===== src/rtl/cpu_pkg.sv =====
// rtl/cpu_pkg.sv - shared constants for the accumulator CPU control unit
//
// Purpose: opcode values, bus-source encodings and T-state names shared by
//          the control unit and its sequence counter.
// Ports:   none (package).
package cpu_pkg;

   localparam int SC_W = 3;

   // Opcodes carried in IR[6:4]
   localparam logic [2:0] OP_ADD    = 3'd0;
   localparam logic [2:0] OP_ASHL   = 3'd1;
   localparam logic [2:0] OP_XNOR   = 3'd2;
   localparam logic [2:0] OP_DIV2   = 3'd3;
   localparam logic [2:0] OP_LOAD   = 3'd4;
   localparam logic [2:0] OP_STORE  = 3'd5;
   localparam logic [2:0] OP_COMP2S = 3'd6;
   localparam logic [2:0] OP_HALT   = 3'd7;

   // Bus source select; codes 6 and 7 are unused
   localparam logic [2:0] BUS_MEM = 3'd0;
   localparam logic [2:0] BUS_AR  = 3'd1;
   localparam logic [2:0] BUS_PC  = 3'd2;
   localparam logic [2:0] BUS_DR  = 3'd3;
   localparam logic [2:0] BUS_AC  = 3'd4;
   localparam logic [2:0] BUS_IR  = 3'd5;

   // Timing states held in the sequence counter; 6 and 7 are unreachable
   typedef enum logic [SC_W-1:0] {
      T0 = 3'd0,
      T1 = 3'd1,
      T2 = 3'd2,
      T3 = 3'd3,
      T4 = 3'd4,
      T5 = 3'd5
   } t_state_t;

endpackage


===== src/rtl/seq_counter.sv =====
// rtl/seq_counter.sv - sequence counter with async reset, sync clear, hold and increment
//
// Purpose: holds the current T-state of the control unit.
// Ports:   clk   - rising-edge clock
//          clr   - asynchronous active-high reset to 0
//          clear - synchronous return to 0 (wins over inc)
//          inc   - advance by one; with neither clear nor inc the count holds
//          count - current sequence count
module seq_counter #(
   parameter int W = 3
) (
   input  logic         clk,
   input  logic         clr,
   input  logic         clear,
   input  logic         inc,
   output logic [W-1:0] count
);

   always_ff @(posedge clk or posedge clr) begin
      if (clr) begin
         count <= '0;
      end else if (clear) begin
         count <= '0;
      end else if (inc) begin
         count <= count + 1'b1;
      end
   end

endmodule


===== src/rtl/cpu_control_unit.sv =====
// rtl/cpu_control_unit.sv - timing and control sequencer for the 8-bit accumulator CPU
//
// Purpose: steps T0..T5, decodes IR into register strobes, bus select, ALU
//          opcode and memory read/write; supports HALT and mem_ready waits.
// Ports:   clk, clr (async active-high reset), run (allow new instruction),
//          mem_ready (memory completes this cycle), ir (datapath IR);
//          busSEL, aluOpcode, read, write, loadIR/AR/DR/AC, incPC, clrPC,
//          sc (current count), halted.
module cpu_control_unit
   import cpu_pkg::*;
#(
   parameter int ADDR_W = 4,
   parameter int DATA_W = 8,
   parameter int OP_W   = 3
) (
   input  logic              clk,
   input  logic              clr,
   input  logic              run,
   input  logic              mem_ready,
   input  logic [DATA_W-1:0] ir,
   output logic [2:0]        busSEL,
   output logic [OP_W-1:0]   aluOpcode,
   output logic              read,
   output logic              write,
   output logic              loadIR,
   output logic              loadAR,
   output logic              loadDR,
   output logic              loadAC,
   output logic              incPC,
   output logic              clrPC,
   output logic [SC_W-1:0]   sc,
   output logic              halted
);

   logic [OP_W-1:0] op;
   logic            ind;
   logic            cnt_clear;
   logic            cnt_inc;
   logic            set_halt;
   logic            unused_addr;

   assign op  = ir[DATA_W-2 -: OP_W];
   assign ind = ir[DATA_W-1];

   // The address field is consumed by the datapath over the bus, not here
   assign unused_addr = ^ir[ADDR_W-1:0];

   assign clrPC = clr;

   seq_counter #(.W(SC_W)) u_seq (
      .clk   (clk),
      .clr   (clr),
      .clear (cnt_clear),
      .inc   (cnt_inc),
      .count (sc)
   );

   always_ff @(posedge clk or posedge clr) begin
      if (clr) begin
         halted <= 1'b0;
      end else if (set_halt) begin
         halted <= 1'b1;
      end
   end

   always_comb begin
      busSEL    = BUS_MEM;
      aluOpcode = '0;
      read      = 1'b0;
      write     = 1'b0;
      loadIR    = 1'b0;
      loadAR    = 1'b0;
      loadDR    = 1'b0;
      loadAC    = 1'b0;
      incPC     = 1'b0;
      cnt_clear = 1'b0;
      cnt_inc   = 1'b0;
      set_halt  = 1'b0;

      // Outputs are forced quiet for the whole time clr is high, even though
      // sc already reads 0, so T0's loadAR cannot leak out during reset.
      if (!clr) begin
         case (sc)
            T0: begin
               busSEL = BUS_PC;
               if (run && !halted) begin
                  loadAR  = 1'b1;
                  cnt_inc = 1'b1;
               end
            end
            T1: begin
               read = 1'b1;
               if (mem_ready) begin
                  loadIR  = 1'b1;
                  incPC   = 1'b1;
                  cnt_inc = 1'b1;
               end
            end
            T2: begin
               if (op == OP_HALT) begin
                  set_halt  = 1'b1;
                  cnt_clear = 1'b1;
               end else begin
                  busSEL  = BUS_IR;
                  loadAR  = 1'b1;
                  cnt_inc = 1'b1;
               end
            end
            T3: begin
               // Direct instructions still spend one idle cycle here so both
               // addressing modes share the same zero-wait latency.
               if (ind) begin
                  read = 1'b1;
                  if (mem_ready) begin
                     loadAR  = 1'b1;
                     cnt_inc = 1'b1;
                  end
               end else begin
                  cnt_inc = 1'b1;
               end
            end
            T4: begin
               if (op == OP_STORE) begin
                  busSEL = BUS_AC;
                  write  = 1'b1;
                  if (mem_ready) begin
                     cnt_clear = 1'b1;
                  end
               end else begin
                  read = 1'b1;
                  if (mem_ready) begin
                     loadDR  = 1'b1;
                     cnt_inc = 1'b1;
                  end
               end
            end
            T5: begin
               aluOpcode = op;
               loadAC    = 1'b1;
               cnt_clear = 1'b1;
            end
            default: begin
               // Unreachable counts 6/7: recover to T0 silently
               cnt_clear = 1'b1;
            end
         endcase
      end
   end

endmodule


===== config.mk =====
export PLATFORM = sky130hd
export DESIGN_NAME = cpu_control_unit
export DESIGN_NICKNAME = d
export VERILOG_FILES = /design/src/rtl/cpu_pkg.sv /design/src/rtl/seq_counter.sv /design/src/rtl/cpu_control_unit.sv
export SDC_FILE = /design/constraint.sdc
export NUM_CORES = 1
export LEC_CHECK = 0
export BUFFER_PORTS_ARGS = -buffer_cell sky130_fd_sc_hd__buf_2
export CORE_AREA = 4 4 41 43
export DETAILED_ROUTE_END_ITERATION = 12
export DIE_AREA = 0 0 45 47
export PLACE_DENSITY = 0.75
export SYNTH_ARGS = -nofsm -noshare
export SYNTH_HDL_FRONTEND = slang
export SYNTH_SLANG_ARGS = --single-unit

===== constraint.sdc =====
create_clock -name clk -period 5.3 [get_ports clk]
set_input_delay 1.06 -clock clk [delete_from_list [all_inputs] [get_ports clk]]
set_output_delay 1.06 -clock clk [all_outputs]
set_load 0.05 [all_outputs]

# Word level (Yosys, flattened, before mapping)
# Index checks and enable logic that the tools add are counted.
classes:
  n_eq_ne: 7
  n_reduce_logical: 5
  addsub: 1
  muxes: 37
op_table:
  columns: ["cell", "n"]
  rows:
  - ["2-to-1 mux 1 bit", 25]
  - ["2-to-1 mux 3 bit", 7]
  - ["equality test 3 bit (second input constant)", 4]
  - ["case mux 1 bit (3 select lines)", 3]
  - ["case mux 3 bit (3 select lines)", 1]
  - ["equality test 3 x 2 -> 1 bit (second input constant)", 2]
  - ["case mux 1 bit (5 select lines)", 1]
  - ["adder 3 x 1 -> 3 bit (second input constant)", 1]
  - ["equality test 3 x 1 -> 1 bit (second input constant)", 1]
  - ["logical NOT 3 bit", 1]
  - ["OR reduction 3 bit", 1]
  - ["nonzero test 2 bit", 1]
  - ["logical AND 1 bit", 1]
  - ["logical NOT 1 bit", 1]
totals:
  register_bits: 4
  in_bits: 12
  output_inout_bits: 18
  wordCells: 52

# Logic depth before layout (Yosys ltp)
# Gate-level depths: netlist of the first run.
depth:
  depth_word: 7
  ltp_mapped: 7

# Modules after synthesis
# From an unflattened synthesis of the first run, not the netlist that was laid out.
hier_totals:
  hier_cells: 62
  hier_area_um2: 470.5
modules_own_cells:
  columns: ["module", "n_inst", "area_each_um2", "cells_per_inst"]
  rows:
  - ["cpu_control_unit", 1, 330.3, 50]
  - ["seq_counter", 1, 140.1, 12]

# Worst setup path after synthesis of the first run
# Ideal clock, no wire load.
synth_timing:
  path_kind: "input to output"
  from: "input port ir[5]"
  to: "output port busSEL[2]"
  path_stages: 3
  n_path_buf: 0
  arrival_time_ns: 2.774
  setup_slack_ns: 1.466
  path_cell_list: "nand3b_4 -> nor3_1 -> or2_2"
synth_between:
  elab_chain_cells: 4
synth_lines:
  columns: ["element", "line_no", "text"]
  rows:
  - ["start: declaration", "cpu_control_unit.sv:20", "input logic [DATA_W-1:0] ir,"]
  - ["equality test 3 bit, on equally long branches", "cpu_control_unit.sv:123, cpu_control_unit.sv:100", null]
  - ["2-to-1 mux 3 bit, on equally long branches", "cpu_control_unit.sv:123, cpu_control_unit.sv:100", null]
  - ["case mux 3 bit (3 select lines) (*)", "cpu_control_unit.sv:83", "case (sc)"]
  - ["2-to-1 mux 3 bit (*)", "cpu_control_unit.sv:82", "if (!clr) begin"]
  - ["end: declaration", "cpu_control_unit.sv:21", "output logic [2:0] busSEL,"]
# Mark *: on every way between the ends. The rest lies on a longest branch, timed or not.

# Worst setup path after layout of the first run
layout_timing:
  from: "input port clr"
  to: "output port busSEL[2]"
layout_between:
  elab_chain_cells: 1
layout_lines:
  columns: ["element", "line_no", "text"]
  rows:
  - ["start: declaration", "cpu_control_unit.sv:17", "input logic clr,"]
  - ["2-to-1 mux 3 bit", "cpu_control_unit.sv:82", null]
# Every way passes these cells.

==> metrics.md, run 1 <==
| Metric | Value |
|---|---|
| Syn nets | 79 |
| Critical Path AT | approximately 2.1 ns |
| Area Overhead vs Synth | 24.6% |
| H-tree depth | 1 |
| Register area | about 100 um^2 |
| Clk sink count | 4 |
| Worst-Margin Slew | roughly 0.36 ns |
| I/O pin cnt | 30 |
| Final GP Congestion | 0.921 |
| Total CTS buffers | 3 |
| Crit path max-delay cell type | or2_2 |
| CP dominant cell by count | buf_2 |
| Leading cell type in the layout, fill and taps excluded | buf_2 |
| Residual DRC count | 0 |
| Fillcell total | about 130 |
| Post-CTS Hold Buffers | 0 |
| Family with the most delay on the worst path | buffers and inverters |
| Syn_area_per_cell | around 9 um^2 |
| Max cap viols | 0 |
| Via count of the first global-routing pass | 510 |
| Fin. Hold Viols | 0 |
| Most frequent cells in the layout | buf_2 (25), nand3_1 (8), inv_1 (5), ha_1 (5) |
| Total Routing Usage GR | 0.143 |
| Pre-CTS setup slack | 2.10 ns |
| Synth area leader | dfrtp_1 |
| Overall die height | 47 um |
| Worst rel slew slack | 0.760 |
| Synth Warn # | 0 |
| Post-CTS sizing | 0 |
| Clock root cell | clkbuf_4 |
| Worst vdd ir | 256 uV |
| Antenna violations before repair | 0 |
| Seq cells post-synth | 4 |
| Max clock buf depth | 2 |
| Worst skew pair latency | 0.23 ns |
| CTS tree | built |
| Seq/Total Area, Yosys | 0.182 |
| Die width | 45 um |
| CTS clk-pin slew, worst paths | about 0.03 ns |
| Hpwl dp | about 1.1 mm |
| First-pass GRT wire length | 2.15 mm |
| Multi-input logic area | 399 um^2 |
| Final Max Tran Viols | 0 |
| RSZ-0062 raised after global routing | false |
| Starting DRC count in detailed routing | 10 |
| Cell variety after synth | 33 |
| Largest net degree at the start of global routing | 12 |
| WL/cell | roughly 13 um |
| CP Capture Type | output pin |
| Layout net count | 105 |
| Overflow after GRT | 0 |
| Core box area | about 1300 um^2 |
| Mapped Area | between 500 and 600 um^2 |
| DR vias | 550 |
| Share of cells above drive strength 1 | 0.407 |
| Power Dens Cells | 469 nW/um^2 |
| DRT Pass-1 Iters | 4 |
| Critical path class | in -> out |
| Die ar. | about 2100 um^2 |
| Leak pwr | about 0.38 nW |
| Max frequency | 0.314 GHz |
| Worst Path Max Fanout | 9 |
| Worst path required time | approximately 4.2 ns |
| Fin Clk Skew | 0.000432 ns |
| Final Critical Period | between 3 and 4 ns |
| Post-route ant nets | 0 |
| I/O Buffers | 25 |
| CP Cell Sequence | buf_2 > inv_1 > and4_1 > or2_2 > buf_2 |
| Initial Util | 0.422 |
| Worst hold path class | reg -> reg |
| Final period util | 0.601 |
| Worst Path Buf+Inv | 3 |
| Final Non-Filler Cells | 101 |
| Setup_tns | 0 ns |
| Top cell type's share of synthesized area | 0.182 |
| Largest cells by area after synthesis | dfrtp_1 (18%), ha_1 (11%), nand3_1 (7.3%) |
| Status | finished, final reports clean |
| Largest stage delay on the critical path | 0.26 ns |
| Antenna cells | 0 |
| Finish-stage setup viols | 0 |
| Startpoint Class | input pin |
| Setup Buffers After CTS | 0 |
| DR vias/cell | 5.45 |
| Post-Synthesis Cells | 62 |
| Cell row count | 13 |
| Setup slack after layout | about 2.1 ns |
| Inst Count DP | ~100 |
| Drt total wl | ~1.4 mm |
[path summary, 6_finish.rpt]
path                                                 start                    endpoint  slack (ns)  depth (start not counted)
max in group asynchronous                              clr  u_seq.count[1]$_DFFE_PP0P_        4.29                          2
worst max register to register  u_seq.count[0]$_DFFE_PP0P_  u_seq.count[2]$_DFFE_PP0P_        3.43                          6
worst min register to register          halted$_DFFE_PP0P_          halted$_DFFE_PP0P_        0.48                          1
worst max-delay path                                   clr                   busSEL[2]        2.11                          5
worst min-delay path                    halted$_DFFE_PP0P_          halted$_DFFE_PP0P_        0.48                          1
min in group asynchronous                              clr  u_seq.count[0]$_DFFE_PP0P_        0.82                          2
[synthesized netlist by cell type]
master	n
and3_1	2
nand3_1	8
nand2_1	3
and3_2	1
o2bb2ai_2	1
nand3b_1	1
nor2_1	2
a32oi_2	1
o21ba_1	1
o21ai_0	1
and4bb_1	1
nand4_1	1
buf_6	1
and4_1	1
mux2i_1	3
a311oi_4	1
a21oi_1	1
inv_1	5
nand3b_4	1
buf_2	1
or2_1	1
ha_1	5
a31o_2	1
or4_1	1
nor3_1	1
dfrtp_1	4
o21bai_1	1
or2_2	1
buf_4	2
a211oi_1	1
a31oi_1	2
and3b_1	1
and2_1	4
[metal layers]
metal  part of all wire  GRT usage  wire [um]
met3              0.075     0.0345        101
met5                  0          0          0
met2               0.47      0.246        636
met4              0.020     0.0877         27
met1               0.44      0.160        589
[worst register-to-register path, stage by stage, from the launching register on]
cell      delay, ns
dfrtp_1        0.46
inv_1          0.12
ha_1           0.28
or2_1          0.25
a211oi_1       0.36
a311oi_4       0.12
mux2i_1        0.16
[sequential cells by signal, summed over array words and instances (netlist names)]
signal and cells:
halted 1, u_seq.count 3
[report_power, final]
part           total [mW]  switching [mW]  internal (mW)
registers          0.0564          0.0154         0.0410
logic               0.228           0.156         0.0721
clock network      0.0368          0.0115         0.0252
[stage by stage]
stage          hold slack, ns  power [mW]  cell area (um^2)  utilization
2_1_floorplan           0.816       0.240               549            -
3_3_place_gp            0.468       0.282               662        0.509
3_5_place_dp            0.478       0.286               662        0.509
4_1_cts                 0.486       0.325               684        0.526
5_1_grt                 0.512       0.345               684        0.526
6_report                0.481       0.321               684        0.526
[cell families after synthesis]
kind of cell	synth area share
adders and majority gates	0.114
AOI/OAI and AO/OA	0.207
and+or+nand+nor	0.351
DFF	0.182
muxes	0.0547
buffers and inverters	0.0911
[layout make-up]
type	instances	share of cell area
flip-flops and latches	4	0.146
inverters	5	0.0274
multi-input cells	49	0.583
clock buffers	3	0.0329
well taps	15	0.0274
repair buffers	25	0.183
(Power assumes the default switching activity.)
==> run 2, diff against run 1 <==
--- a/config.mk
+++ b/config.mk
@@ -6,10 +6,10 @@
 export NUM_CORES = 1
 export LEC_CHECK = 0
 export BUFFER_PORTS_ARGS = -buffer_cell sky130_fd_sc_hd__buf_2
-export CORE_AREA = 4 4 41 43
+export CORE_MARGIN = 4
+export CORE_UTILIZATION = 38
 export DETAILED_ROUTE_END_ITERATION = 12
-export DIE_AREA = 0 0 45 47
-export PLACE_DENSITY = 0.75
+export PLACE_DENSITY = 0.73
 export SYNTH_ARGS = -nofsm -noshare
 export SYNTH_HDL_FRONTEND = slang
 export SYNTH_SLANG_ARGS = --single-unit
==> constraint.sdc (replaced) <==
create_clock -name clk -period 2.7 [get_ports clk]
set_input_delay 0.54 -clock clk [delete_from_list [all_inputs] [get_ports clk]]
set_output_delay 0.54 -clock clk [all_outputs]
set_load 0.05 [all_outputs]
==> run 2 against run 1 <==
Compared with the run above:
- power rose by 96%
- setup slack worse by 1.9 ns
- cell count unchanged
- critical path type is now reg -> out
- worst hold slack got worse by 0.18 ns
- core utilization decreased by 0.91 points
- wire length down 3.5%
- sequential cell count did not move
- combinational power increased by 96%
- clock skew is essentially flat
- via count grew 3.1%
- global-route usage decreased by 0.69 points
==> metrics.md, run 2 (same netlist as run 1, synthesis figures left out) <==
| Metric | Value |
|---|---|
| DRT Pass-1 Iters | 4 |
| Antenna cells | 0 |
| Crit path max-delay cell type | dfrtp_1 |
| Worst-Margin Slew | 0.376 ns |
| Die ar. | 2120 um^2 |
| Die width | ~46 um |
| Layout net count | 105 |
| Cell row count | 13 |
| Reg2Reg Depth | 6 |
| Post-CTS sizing | 0 |
| Startpoint Class | register |
| Max clock buf depth | 2 |
| Max frequency | about 0.40 GHz |
| CTS tree | built |
| DR vias/cell | 5.61 |
| Worst vdd ir | 457 uV |
| Core box area | around 1300 um^2 |
| Max cap viols | 0 |
| Initial Util | 0.412 |
| Worst Path Buf+Inv | 2 |
| Overall die height | ~46 um |
| Most frequent cells in the layout | buf_2 (25), nand3_1 (8), inv_1 (5), ha_1 (5) |
| First-pass GRT wire length | around 2.1 mm |
| Inst Count DP | 98 |
| Worst r2r src | u_seq.count[0]$_DFFE_PP0P_ |
| DR vias | between 500 and 600 |
| R2r setup slk | 0.81 ns |
| Hpwl dp | ~1.1 mm |
| Final GP Congestion | around 0.84 |
| CP Capture Type | output pin |
| CP Cell Sequence | inv_1 > ha_1 > and4bb_1 > a31oi_1 > a21oi_1 > buf_2 |
| Max reg flops | 3 |
| Area Overhead vs Synth | 25.5% |
| Hold slack | ~0.3 ns |
| Tot Pwr | roughly 0.63 mW |
| Post-CTS Hold Buffers | 0 |
| Finish-stage setup viols | 0 |
| Drt total wl | roughly 1.3 mm |
| Worst path required time | between 2 and 2.5 ns |
| Total CTS buffers | 3 |
| Status | finished, final reports clean |
| Critical path class | reg -> out |
| Family with the most delay on the worst path | flip-flops |
| Worst rel slew slack | 0.748 |
| Setup Buffers After CTS | 0 |
| Worst hold path class | in -> async |
| CTS clk-pin slew, worst paths | around 0.030 ns |
| Final Max Tran Viols | 0 |
| Power Dens Cells | 915 nW/um^2 |
| Largest net degree at the start of global routing | 12 |
| Residual DRC count | 0 |
| Final Non-Filler Cells | 101 |
| WL/cell | about 13 um |
| Fin. Hold Viols | 0 |
| Final Critical Period | about 2.5 ns |
| I/O Buffers | 25 |
| Share of cells above drive strength 1 | 0.419 |
| Largest regs | u_seq.count: 3 flops, halted: 1 flops |
| Largest stage delay on the critical path | 0.45 ns |
| Starting DRC count in detailed routing | 6 |
| Post-route ant nets | 0 |
| Leading cell type in the layout, fill and taps excluded | buf_2 |
| Top reg by flops | u_seq.count |
| Worst Path Max Fanout | 7 |
| Worst skew pair latency | between 0.2 and 0.25 ns |
| Via count of the first global-routing pass | about 470 |
| Clock root cell | clkbuf_4 |
| Setup_tns | 0 ns |
| Antenna violations before repair | 0 |
| Critical Path AT | between 1.5 and 2 ns |
| Leak pwr | 0.377 nW |
| H-tree depth | 1 |
| Clk sink count | 4 |
| Fin Clk Skew | ~0.00015 ns |
| I/O pin cnt | 30 |
| Final period util | 0.937 |
| Total Routing Usage GR | 0.136 |
| RSZ-0062 raised after global routing | false |
| Overflow after GRT | 0 |
| Reg2reg end | u_seq.count[2]$_DFFE_PP0P_ |
-- run 2: cell counts in the layout (fill, tap and decap cells not counted) --
Identical to the previous run, type by type.
-- run 2: how the worst max path moves through the flow --
stage	start	to	slack, ns	cells after the start
3_3_place_gp	u_seq.count[0]$_DFFE_PP0P_	loadAR	0.45	6
4_1_cts	u_seq.count[0]$_DFFE_PP0P_	loadAR	0.17	6
5_1_grt	u_seq.count[0]$_DFFE_PP0P_	loadAR	0.03	6
6_report	u_seq.count[0]$_DFFE_PP0P_	loadAR	0.17	6
3_5_place_dp	u_seq.count[0]$_DFFE_PP0P_	loadAR	0.43	6
2_1_floorplan	u_seq.count[0]$_DFFE_PP0P_	busSEL[2]	0.02	5
-- run 2: worst reg2reg max path, stage by stage, from the launching register on --
cell and delay, ns:
dfrtp_1 0.44, inv_1 0.13, ha_1 0.30, nand2_1 0.12
or4_1 0.55, nand3b_1 0.14, mux2i_1 0.08
-- run 2: per-layer routing --
metal | global-route usage | wire length (um)
met5 | 0 | 0
met4 | 0.0852 | 23
met3 | 0.0119 | 124
met2 | 0.206 | 578
met1 | 0.183 | 580
-- run 2: per-stage QoR --
stage / setup WS [ns] / util / area (um^2)
finish: 0.170 / 0.517 / 689
global route: 0.0350 / 0.517 / 689
CTS: 0.172 / 0.517 / 689
detailed placement: 0.426 / 0.500 / 667
global placement: 0.455 / 0.500 / 667
floorplan: 0.0226 / - / 554
-- run 2: where the power goes --
group | switching, mW | total, mW | internal (mW) | leakage (nW)
sequential | 0.0299 | 0.110 | 0.0806 | 0.0522
combinational | 0.306 | 0.448 | 0.142 | 0.311
clock | 0.0226 | 0.0721 | 0.0496 | 0.0138
total | 0.359 | 0.631 | 0.272 | 0.377
-- run 2: area by class of cell --
class                      instances  area (um^2)
fill                             148          644
multi-input combinational         49          404
timing repair buffer              25          125
sequential                         4          100
clock buffer                       3         22.5
inverter                           5         18.8
tap                               15         18.8
==> run 3, diff against run 2 <==
--- a/config.mk
+++ b/config.mk
@@ -6,7 +6,6 @@
 export NUM_CORES = 1
 export LEC_CHECK = 0
 export BUFFER_PORTS_ARGS = -buffer_cell sky130_fd_sc_hd__buf_2
-export CORE_MARGIN = 4
 export CORE_UTILIZATION = 38
 export DETAILED_ROUTE_END_ITERATION = 12
 export PLACE_DENSITY = 0.73
==> run 3 against run 2 <==
Compared with the run above:
- worst hold slack lost 0.021 ns
- die area shrank 24%
- sequential share of layout area is the same
- largest power group unchanged
==> metrics.md, run 3 (same netlist as run 1, synthesis figures left out) <==
| Metric | Value |
|---|---|
| Status | finished, final reports clean |
| Post-placement cell area | between 600 and 700 um^2 |
| Die width | between 40 and 50 um |
| Total Routing Usage GR | 0.188 |
| Startpoint Class | register |
| Cell row count | 13 |
| Total CTS buffers | 3 |
| First-pass GRT wire length | approximately 1.9 mm |
| RSZ-0062 raised after global routing | false |
| Met1 usage | 0.231 |
| Largest net degree at the start of global routing | 12 |
| Max cap viols | 0 |
| Leading cell type in the layout, fill and taps excluded | buf_2 |
| Setup_tns | 0 ns |
| DR vias/cell | ~5.4 |
| Largest regs | u_seq.count: 3 flops, halted: 1 flops |
| Routing usage on met3 | 0.0333 |
| CTS tree | built |
| Worst vdd ir | just over 500 uV |
| Crit path max-delay cell type | dfrtp_1 |
| Max frequency | 0.396 GHz |
| Most frequent cells in the layout | buf_2 (25), nand3_1 (8), inv_1 (5), ha_1 (5) |
| Initial Util | 0.417 |
| GR met2 Demand/Resource | 0.294 |
| I/O Buffers | 25 |
| CP Cell Sequence | inv_1 > ha_1 > and4bb_1 > a31oi_1 > a21oi_1 > buf_2 |
| Leak pwr | between 0.3 and 0.4 nW |
| WL/cell | 12.1 um |
| Starting DRC count in detailed routing | 9 |
| Antenna violations before repair | 0 |
| Drt total wl | 1.22 mm |
| Core box area | between 1000 and 1500 um^2 |
| Family with the most delay on the worst path | flip-flops |
| Antenna cells | 0 |
| Worst rel slew slack | 0.737 |
| CTS clk-pin slew, worst paths | roughly 0.040 ns |
| Largest stage delay on the critical path | around 0.46 ns |
| Final Critical Period | ~2.5 ns |
| I/O pin cnt | 30 |
| Final period util | 0.934 |
| DRT Pass-1 Iters | 3 |
| Setup Buffers After CTS | 0 |
| Worst-Margin Slew | about 0.39 ns |
| Layout net count | roughly 110 |
| Gr busiest metal | met2 |
| Clock root cell | clkbuf_4 |
| Fin Clk Skew | between 0.002 and 0.0025 ns |
| Post-CTS Hold Buffers | 0 |
| Top reg by flops | u_seq.count |
| Critical path class | reg -> out |
| Multi-input logic area | between 400 and 500 um^2 |
| Residual DRC count | 0 |
| Max clock buf depth | 2 |
| CP Capture Type | output pin |
| Overall die height | 40.0 um |
| Worst Path Buf+Inv | 2 |
| Post-CTS sizing | 0 |
| Fillcell total | 133 |
| Max reg flops | 3 |
| R2r setup slk | roughly 0.78 ns |
| Clk sink count | 4 |
| Power Dens Cells | roughly 900 nW/um^2 |
| Critical Path AT | ~2.0 ns |
| Finished Cell Area | around 690 um^2 |
| Final core occ | 0.523 |
| Final Max Tran Viols | 0 |
| Area Overhead vs Synth | 25.5% |
| Register area | between 100 and 150 um^2 |
| Final GP Congestion | 0.720 |
| Hpwl dp | around 960 um |
| Die ar. | about 1600 um^2 |
| Post-route ant nets | 0 |
| Worst path required time | between 2 and 2.5 ns |
| Reg2Reg Depth | 6 |
| Worst Path Max Fanout | 7 |
| Fin. Hold Viols | 0 |
| Reg2reg end | u_seq.count[2]$_DFFE_PP0P_ |
| H-tree depth | 1 |
| Share of cells above drive strength 1 | 0.419 |
| DR vias | between 500 and 600 |
| Worst skew pair latency | around 0.24 ns |
| Worst r2r src | u_seq.count[0]$_DFFE_PP0P_ |
| Via count of the first global-routing pass | between 400 and 500 |
| Finish-stage setup viols | 0 |
| Worst hold path class | in -> async |
| Overflow after GRT | 0 |
==> run 3: cell type report <==
class / count / area share
well taps: 15 / 0.0272
repair buffers: 25 / 0.181
inverters: 5 / 0.0272
flip-flops and latches: 4 / 0.145
multi-input cells: 49 / 0.586
clock buffers: 3 / 0.0327
==> run 3: worst max-delay path by stage <==
| stage | startpoint | to | slack (ns) | cells past startpoint |
|---|---|---|---|---|
| 2_1_floorplan | u_seq.count[0]$_DFFE_PP0P_ | busSEL[2] | 0.02 | 5 |
| 3_3_place_gp | u_seq.count[0]$_DFFE_PP0P_ | loadAR | 0.43 | 6 |
| 3_5_place_dp | u_seq.count[0]$_DFFE_PP0P_ | loadAR | 0.41 | 6 |
| 4_1_cts | u_seq.count[0]$_DFFE_PP0P_ | loadAR | 0.14 | 6 |
| 5_1_grt | u_seq.count[0]$_DFFE_PP0P_ | loadAR | 0.07 | 6 |
| 6_report | u_seq.count[0]$_DFFE_PP0P_ | loadAR | 0.18 | 6 |
==> run 3: power breakdown <==
group	leakage (nW)	internal [mW]	total [mW]	switching (mW)
registers	0.0522	0.0805	0.111	0.0308
logic	0.311	0.142	0.446	0.305
clock network	0.0138	0.0497	0.0747	0.0250
==> run 3: routing by layer <==
metal | share of wire | up-vias
met3 | 0.046 | 2
met5 | 0 | -
met1 | 0.47 | 241
met2 | 0.46 | 20
met4 | 0.016 | 0
li1 | - | 278
==> run 3: through the flow <==
step,cells,power (mW),hold slack (ns),setup slack (ns)
3_3_place_gp,98,0.557,0.471,0.426
2_1_floorplan,62,0.471,0.317,0.0226
5_1_grt,101,0.683,0.304,0.0746
4_1_cts,101,0.641,0.281,0.145
6_report,101,0.632,0.285,0.177
3_5_place_dp,98,0.561,0.484,0.406
==> run 3: worst reg2reg max path: stages, from the launching register on <==
cell and delay, ns:
dfrtp_1 0.46, inv_1 0.12, ha_1 0.30, and4bb_1 0.24
a31oi_1 0.30, a311oi_4 0.20, mux2i_1 0.17
